===== src/rtl/vector_pkg.sv =====
// vector_pkg: shared types and constants for the vector draw engine
package vector_pkg;
  localparam int DEF_WIDTH = 12;
  localparam int MAX_W = 16;
  localparam logic [1:0] CH_X = 2'd0;
  localparam logic [1:0] CH_Y = 2'd1;
  localparam logic [1:0] CH_Z = 2'd2;
  typedef enum logic [2:0] {IDLE, LOAD, STEP, EMIT, WAIT} state_t;
  typedef struct packed {
    logic [MAX_W-1:0] x;
    logic [MAX_W-1:0] y;
    logic [MAX_W-1:0] z;
    logic             blank;
  } point_t;
endpackage


===== src/rtl/point_fifo.sv =====
// point_fifo: synchronous FIFO
// ports: push/din write side, pop/dout read side (dout shows head), full/empty/count status
module point_fifo #(
  parameter int DW = 8,
  parameter int DEPTH = 4,
  localparam int AW = $clog2(DEPTH)
) (
  input  logic          clk,
  input  logic          reset,
  input  logic          push,
  input  logic [DW-1:0] din,
  input  logic          pop,
  output logic [DW-1:0] dout,
  output logic          full,
  output logic          empty,
  output logic [AW:0]   count
);
  logic [DW-1:0] mem_q [DEPTH];
  logic [AW-1:0] wr_q, rd_q;
  logic [AW:0] cnt_q;
  logic do_push, do_pop;
  assign do_push = push && !full;
  assign do_pop = pop && !empty;
  assign full = cnt_q == (AW+1)'(DEPTH);
  assign empty = cnt_q == '0;
  assign count = cnt_q;
  assign dout = mem_q[rd_q];
  always_ff @(posedge clk)
    if (do_push) mem_q[wr_q] <= din;
  always_ff @(posedge clk) begin
    if (reset) begin
      wr_q <= '0;
      rd_q <= '0;
      cnt_q <= '0;
    end else begin
      if (do_push) wr_q <= wr_q + AW'(1);
      if (do_pop) rd_q <= rd_q + AW'(1);
      cnt_q <= cnt_q + {{AW{1'b0}}, do_push} - {{AW{1'b0}}, do_pop};
    end
  end
endmodule


===== src/rtl/vector_draw_engine.sv =====
// vector_draw_engine: buffers target points and walks the beam to each with Bresenham steps
// ports: x/y/z/blank + strobe/ready point input; dac_value/dac_axis/dac_strobe + dac_ready word output; busy
module vector_draw_engine import vector_pkg::*; #(
  parameter int WIDTH = DEF_WIDTH,
  parameter int FIFO_DEPTH = 4,
  parameter int NUM_CH = 2
) (
  input  logic             clk,
  input  logic             reset,
  input  logic [WIDTH-1:0] x,
  input  logic [WIDTH-1:0] y,
  input  logic [WIDTH-1:0] z,
  input  logic             blank,
  input  logic             strobe,
  output logic             ready,
  output logic [WIDTH-1:0] dac_value,
  output logic [1:0]       dac_axis,
  output logic             dac_strobe,
  input  logic             dac_ready,
  output logic             busy
);
  localparam int CW = $clog2(FIFO_DEPTH) + 1;
  state_t state_q, state_d;
  point_t pin, pout;
  logic full, empty, push, pop, xfer, last_ch, at_target, step_x, step_y;
  logic [CW-1:0] count;
  logic [WIDTH-1:0] cur_x_q, cur_y_q, cur_x_d, cur_y_d, tx_q, ty_q, zc_q, lx, ly;
  logic tb_q, sx_q, sy_q;
  logic [WIDTH:0] dx_q, dy_q, ldx, ldy, sub_v, add_v;
  logic signed [WIDTH+1:0] err_q, err_d;
  logic signed [WIDTH+2:0] e2;
  logic [1:0] ch_q;
  assign pin = '{x: MAX_W'(x), y: MAX_W'(y), z: MAX_W'(z), blank: blank};
  assign ready = !full;
  assign push = strobe && ready;
  assign pop = state_q == LOAD;
  point_fifo #(.DW($bits(point_t)), .DEPTH(FIFO_DEPTH)) u_fifo (
    .clk(clk), .reset(reset), .push(push), .din(pin), .pop(pop),
    .dout(pout), .full(full), .empty(empty), .count(count)
  );
  assign lx = WIDTH'(pout.x);
  assign ly = WIDTH'(pout.y);
  assign ldx = lx >= cur_x_q ? {1'b0, lx - cur_x_q} : {1'b0, cur_x_q - lx};
  assign ldy = ly >= cur_y_q ? {1'b0, ly - cur_y_q} : {1'b0, cur_y_q - ly};
  assign at_target = cur_x_q == tx_q && cur_y_q == ty_q;
  assign last_ch = ch_q == 2'(NUM_CH - 1);
  // sx/sy registers hold the sign; {sign..., 1} is +1 or -1 in two's complement
  always_comb begin
    e2 = $signed({err_q, 1'b0});
    step_x = e2 > -$signed({2'b0, dy_q});
    step_y = e2 < $signed({2'b0, dx_q});
    sub_v = step_x ? dy_q : '0;
    add_v = step_y ? dx_q : '0;
    err_d = err_q - $signed({1'b0, sub_v}) + $signed({1'b0, add_v});
    cur_x_d = tb_q ? tx_q : step_x ? cur_x_q + {{(WIDTH-1){sx_q}}, 1'b1} : cur_x_q;
    cur_y_d = tb_q ? ty_q : step_y ? cur_y_q + {{(WIDTH-1){sy_q}}, 1'b1} : cur_y_q;
  end
  always_ff @(posedge clk)
    state_q <= reset ? IDLE : state_d;
  // IDLE also reacts to a push in flight so LOAD follows the accept directly
  always_comb begin
    state_d = state_q;
    unique case (state_q)
      IDLE: state_d = (!empty || push) ? LOAD : IDLE;
      LOAD: state_d = STEP;
      STEP: state_d = EMIT;
      EMIT: state_d = !dac_ready ? EMIT : !last_ch ? WAIT : !at_target ? STEP : !empty ? LOAD : IDLE;
      WAIT: state_d = dac_ready ? EMIT : WAIT;
      default: state_d = IDLE;
    endcase
  end
  always_comb begin
    xfer = state_q == EMIT && dac_ready;
    dac_strobe = xfer;
    dac_axis = ch_q;
    dac_value = ch_q == CH_X ? cur_x_q : ch_q == CH_Y ? cur_y_q : zc_q;
    busy = count != '0 || state_q != IDLE;
  end
  always_ff @(posedge clk) begin
    if (reset) begin
      cur_x_q <= '0;
      cur_y_q <= '0;
      tx_q <= '0;
      ty_q <= '0;
      zc_q <= '0;
      tb_q <= 1'b0;
      sx_q <= 1'b0;
      sy_q <= 1'b0;
      dx_q <= '0;
      dy_q <= '0;
      err_q <= '0;
      ch_q <= CH_X;
    end else begin
      if (state_q == LOAD) begin
        tx_q <= lx;
        ty_q <= ly;
        tb_q <= pout.blank;
        zc_q <= pout.blank ? '0 : WIDTH'(pout.z);
        dx_q <= ldx;
        dy_q <= ldy;
        sx_q <= lx < cur_x_q;
        sy_q <= ly < cur_y_q;
        err_q <= $signed({1'b0, ldx}) - $signed({1'b0, ldy});
      end
      if (state_q == STEP) begin
        cur_x_q <= cur_x_d;
        cur_y_q <= cur_y_d;
        err_q <= err_d;
        ch_q <= CH_X;
      end
      if (xfer) ch_q <= last_ch ? CH_X : ch_q + 2'd1;
    end
  end
endmodule


===== config.mk =====
export PLATFORM = sky130hd
export DESIGN_NAME = vector_draw_engine
export DESIGN_NICKNAME = d
export VERILOG_FILES = /design/src/rtl/vector_pkg.sv /design/src/rtl/point_fifo.sv /design/src/rtl/vector_draw_engine.sv
export SDC_FILE = /design/constraint.sdc
export NUM_CORES = 1
export LEC_CHECK = 0
export BUFFER_PORTS_ARGS = -buffer_cell sky130_fd_sc_hd__buf_2
export CELL_PAD_IN_SITES_DETAIL_PLACEMENT = 1
export CELL_PAD_IN_SITES_GLOBAL_PLACEMENT = 1
export CORE_MARGIN = 5
export CORE_UTILIZATION = 50
export CTS_CLUSTER_DIAMETER = 100
export DETAILED_ROUTE_END_ITERATION = 7
export PLACE_DENSITY = 0.86
export SLEW_MARGIN = 10
export SYNTH_ARGS = -nofsm -noshare
export SYNTH_HDL_FRONTEND = slang
export SYNTH_SLANG_ARGS = --single-unit

===== constraint.sdc =====
create_clock -name clk -period 15.5 [get_ports clk]
set_input_delay 1.55 -clock clk [delete_from_list [all_inputs] [get_ports clk]]
set_output_delay 1.55 -clock clk [all_outputs]
set_load 0.01 [all_outputs]

## Yosys cells after proc, flatten, opt, wreduce, memory -nomap -nowiden

Memories as Yosys holds them, arrays and structs flattened. A register that Yosys moved wholly into a read port is not among the register bits.
Index checks and enable logic that the tools add are counted.

- Muxes and demuxes: 27
- Reductions and logical operators: 20
- Add/subtract/negate cells: 15
- Eq/ne operators: 8
- Order comparisons: 6

Operator list:

| cell | count |
|---|---|
| 2-to-1 mux 12 bit | 9 |
| subtractor 12 bit | 4 |
| 2-to-1 mux 14 bit | 2 |
| 2-to-1 mux 13 bit | 2 |
| adder 12 bit | 2 |
| == test 12 bit | 2 |
| greater-or-equal comparator 12 bit | 2 |
| less-than comparator 12 bit | 2 |
| > comparator 15 bit | 1 |
| less-than comparator 15 x 14 -> 1 bit | 1 |
| negation 13 -> 15 bit | 1 |
| one-hot mux 3 bit (5 select lines) | 1 |
| adder 14 bit | 1 |
| subtractor 14 bit | 1 |
| subtractor 12 x 12 -> 13 bit | 1 |
| 2-to-1 mux 2 bit | 6 |
| 2-to-1 mux 3 bit | 3 |
| nonzero test 2 bit | 4 |
| adder 2 x 1 -> 2 bit (second input constant) | 3 |
| == test 3 x 2 -> 1 bit (second input constant) | 2 |
| == test 3 bit (second input constant) | 2 |
| zero test 3 bit | 2 |
| nonzero test 3 bit | 2 |
| logical AND 1 bit | 5 |
| 9 further kinds | 15 |

- Register bits: 115
- Output and inout bits: 17
- Memories: 1
- Input port bits: 41
- Logic and storage cells: 93
- Bits in writable memories: 148

Memory list:

| memory | words | width | read ports | clocked after memory_dff | wr ports | RTL line | RTL |
|---|---|---|---|---|---|---|---|
| u_fifo.mem_q | 4 | 37 | 1 | 1 | 1 | point_fifo.sv:18 | `logic [DW-1:0] mem_q [DEPTH];` |

## Depth between registers and ports, before layout

- Word-level depth: 6
- Gate-level depth with buffers: 25
- Depth with buffers taken out: 25

## Hierarchy

From an unflattened synthesis, not the netlist that was laid out.

- Cell total of the unflattened synthesis: 1606
- Area, all modules: 17483.0 µm²

By module, submodules not included:

| module | area an instance (µm²) | instances | cells each |
|---|---|---|---|
| vector_draw_engine | 9924.5 | 1 | 1299 |
| point_fifo | 7558.5 | 1 | 307 |

## Least setup slack after synthesis

OpenSTA, ideal clock, no wires.

- Kind: register -> register
- From: register with a tool-made name
- To: register err_q[11]
- Path slack: 10.278 ns
- Stages on the path, launching flop included: 23
- Buffers on the path: 3
- Data required time: 15.385 ns
- Arrival: 5.107 ns
- Period minus slack after synthesis: 5.222 ns
- Cells stage by stage: dfxtp_1 clkbuf_1 mux4_2 inv_1 ha_1 inv_1 fa_1 nand3_1 a211oi_1 a311oi_2 a21o_1 buf_6 buf_6 mux2_2 ha_1 nor2b_1 o31a_1 o31ai_1 nand2b_1 a31o_2 o221ai_1 xor2_1 a2111oi_0

RTL lines:

| element | RTL line | RTL |
|---|---|---|
| end signal, assigned | vector_draw_engine.sv:103 | `err_q <= $signed({1'b0, ldx}) - $signed({1'b0, ldy});` |
| end signal, assigned | vector_draw_engine.sv:108 | `err_q <= err_d;` |
| end, declared | vector_draw_engine.sv:30 | `logic signed [WIDTH+1:0] err_q, err_d;` |

==> results.py <==
metrics = {
    "status": {
        "status": "completed",
    },
    "floorplan": {
        "io_pins": 58,
        "die_y_um": 188,
        "rows": 65,
        "fp.dieArea_um2": 35300,
        "core_area_um2": 31400,
        "start_util": 0.504,
        "die_w_um": 188,
    },
    "clocking": {
        "clockRootBuffer": "clkbuf_16",
        "cts_resized": 0,
        "clock_latency_ps": 560,
        "numCtsBuffers": 28,
        "clkSinkCount": 263,
        "hold_buffers": 0,
        "cts_setup_buffers": 0,
        "clk_pin_slew_ps": 70,
        "cts_tree": "done",
        "clk_path_buf_depth": 3,
        "ctsHtreeMaxLevel": 1,
    },
    "power": {
        "fin_total_pwr_mw": 4.31,
        "peakVddDrop_uv": 144,
        "p_per_area_nw_per_um2": 248,
        "leakagePower_nw": 6.81,
    },
    "timing": {
        "finalCritPeriodShare": 0.393,
        "period_minus_slack_ps": 6090,
        "fin_tns_setup_ps": 0,
        "hold_viol": 0,
        "finClkSkew_ps": 22.5,
        "slew_viol_final": 0,
        "setup_viol": 0,
        "slew_headroom": 0.254,
        "rsz0062_at_grt": "false",
        "worstMarginPinSlew_ps": 1120,
        "fmax_mhz": 164,
    },
    "global_route": {
        "grt_usage": 0.275,
        "grt_use_met2": 0.488,
        "grt_max_degree": 74,
        "gr-total-overflow": 0,
        "antenna_found_initial": 0,
        "busiest_layer": "met2",
        "grt_pass1_vias": 13450,
        "grt_pass1_wl_um": 77500,
        "grt_use_met3": 0.0352,
        "met1_usage": 0.335,
    },
    "logic_synthesis": {
        "synthesis.area_um2": 15800,
        "synth.area.top_cells": "edfxtp_1, dfxtp_1, ha_1",
        "synth-edff-count": 148,
        "synthTopCellsByCount": "edfxtp_1, nand2_1, ha_1, inv_1, dfxtp_1",
        "ys_seq_elements": 263,
        "yosys.area.top_type": "edfxtp_1",
        "synthArstFlopShare": 0,
        "ys_seq_area_frac": 0.427,
        "synth_cells": 1537,
        "synth_top_area_frac": 0.281,
        "ys_types": 81,
        "syn_nets": 1723,
        "avgSynthCellArea_um2": 10.3,
        "yosys_warnings": 0,
        "ys.flop_type": "edfxtp_1",
        "post-synth-top-count-cell": "edfxtp_1",
    },
    "layout": {
        "layout.nets": 1745,
        "antenna_cells": 0,
        "drive_gt1_frac": 0.111,
        "fin_util": 0.553,
        "area_delta_synth_final_pct": 9.71,
    },
    "detailed_routing": {
        "vias": 12464,
        "detail_route.iter0.violations": 844,
        "drc_errors": 0,
        "wl_per_cell_um": 24.9,
        "first_pass_iters": 5,
        "wirelength_um": 49300,
        "viasPerCell": 6.29,
        "postRouteAntennaNets": 0,
    },
    "critical_path": {
        "start_kind": "flip-flop",
        "critPathArrivalTime_ps": 6510,
        "crit_type": "reg -> reg",
        "endpoint_kind": "flip-flop",
        "required_ps": 15930,
        "cp_max_fo": 38,
    },
    "placement": {
        "routabilityCongestion": 0.911,
        "dpl.hpwl_um": 32100,
        "io_buffers": 57,
    },
    "flow_run": {
        "drv_cap": 0,
    },
    "worst_hold_path": {
        "min_path_type": "reg -> reg",
    },
}
==> through the flow <==
| stage | setup slack, ps | instances | hold slack [ps] | cell area (um^2) |
|---|---|---|---|---|
| after floorplan | 10280 | 1537 | 436 | 15800 |
| after global placement | 9660 | 1931 | 442 | 16300 |
| after detailed placement | 9410 | 1931 | 457 | 16300 |
| after CTS | 9400 | 1983 | 483 | 17300 |
| after global routing | 8910 | 1983 | 492 | 17300 |
| final | 9410 | 1983 | 484 | 17300 |
==> cell families (layout without fill, tap and decap cells) <==
| kind of cell | count (synthesis) | after routing | share of synthesized area |
|---|---|---|---|
| AND/OR/NAND/NOR | 395 | 395 | 0.118 |
| AO/OA/AOI/OAI | 372 | 372 | 0.155 |
| flip-flops | 263 | 263 | 0.427 |
| buffers and inverters | 198 | 242 | 0.0502 |
| adder cells (fa/ha/maj) | 145 | 145 | 0.124 |
| XOR/XNOR | 90 | 90 | 0.0498 |
| multiplexers | 74 | 74 | 0.0760 |
==> final cells by class <==
type | count | area (um^2)
fillers | 3364 | 14000
multi-input cells | 1076 | 8280
flip-flops and latches | 263 | 6750
clock buffers | 35 | 748
well taps | 402 | 503
inverters | 125 | 469
repair buffers | 65 | 348
clock inverters | 17 | 250
==> report_power, final <==
part,switching [mW],internal (mW),total (mW)
Combinational,1.54,1.03,2.57
Clock,0.289,0.444,0.732
Sequential,0.137,0.864,1.00
Total,1.97,2.34,4.31
==> flip-flops by register name (all words and copies together), names as in the netlist, 2 cells and up, named ones only <==
| register | cells |
|---|---|
| u_fifo.count | 3 |
| err_q | 14 |
| ty_q | 12 |
| dx_q | 12 |
| tx_q | 12 |
| cur_x_q | 12 |
| u_fifo.mem_q | 148 |
| state_q | 3 |
| dac_axis | 2 |
| cur_y_q | 12 |
| zc_q | 12 |
| dy_q | 12 |
| u_fifo.rd_q | 2 |
| u_fifo.wr_q | 2 |
==> critical path, stage by stage (launching register included) <==
cell       delay (ps)
dfxtp_2           320
buf_4             570
mux4_2            630
inv_1             100
ha_1              340
a21o_1            230
a21o_1            200
nor3_1            380
a21o_1            590
mux2i_1           300
xnor2_1           200
ha_1              350
o21a_1            220
o31a_1            120
o31ai_1           280
nand2b_1          130
a31o_2            270
o221ai_1          190
xor2_1            100
a2111oi_0         400
==> placed cells by master (no fill, tap or decap), drive strengths merged, types with 33 or more instances in the layout <==
cell	n
clkbuf	35
a21o	36
a21oi	114
a211oi	34
inv	127
xor2	45
xnor2	45
buf	65
nand2	145
dfxtp	115
mux4	36
mux2i	33
edfxtp	148
nor2	96
ha	125
o21ai	64
==> layer usage <==
| metal | part of all wire | wire length (um) | vias to the layer above |
|---|---|---|---|
| li1 | - | - | 5585 |
| met2 | 0.50 | 24900 | 496 |
| met5 | 0 | 0 | - |
| met3 | 0.052 | 2540 | 154 |
| met4 | 0.050 | 2460 | 0 |
| met1 | 0.39 | 19500 | 6229 |
==> path summary, 6_finish.rpt <==
| check | startpoint | endpoint | slack, ps | cells past startpoint |
|---|---|---|---|---|
| worst max-delay path | flip-flop | err_q[11] | 9410 | 19 |
| worst min-delay path | zc_q[11] | zc_q[11] | 480 | 2 |
| worst max register to register | flip-flop | err_q[11] | 9410 | 19 |
| worst min register to register | zc_q[11] | zc_q[11] | 480 | 2 |
(Power assumes the default switching activity.)
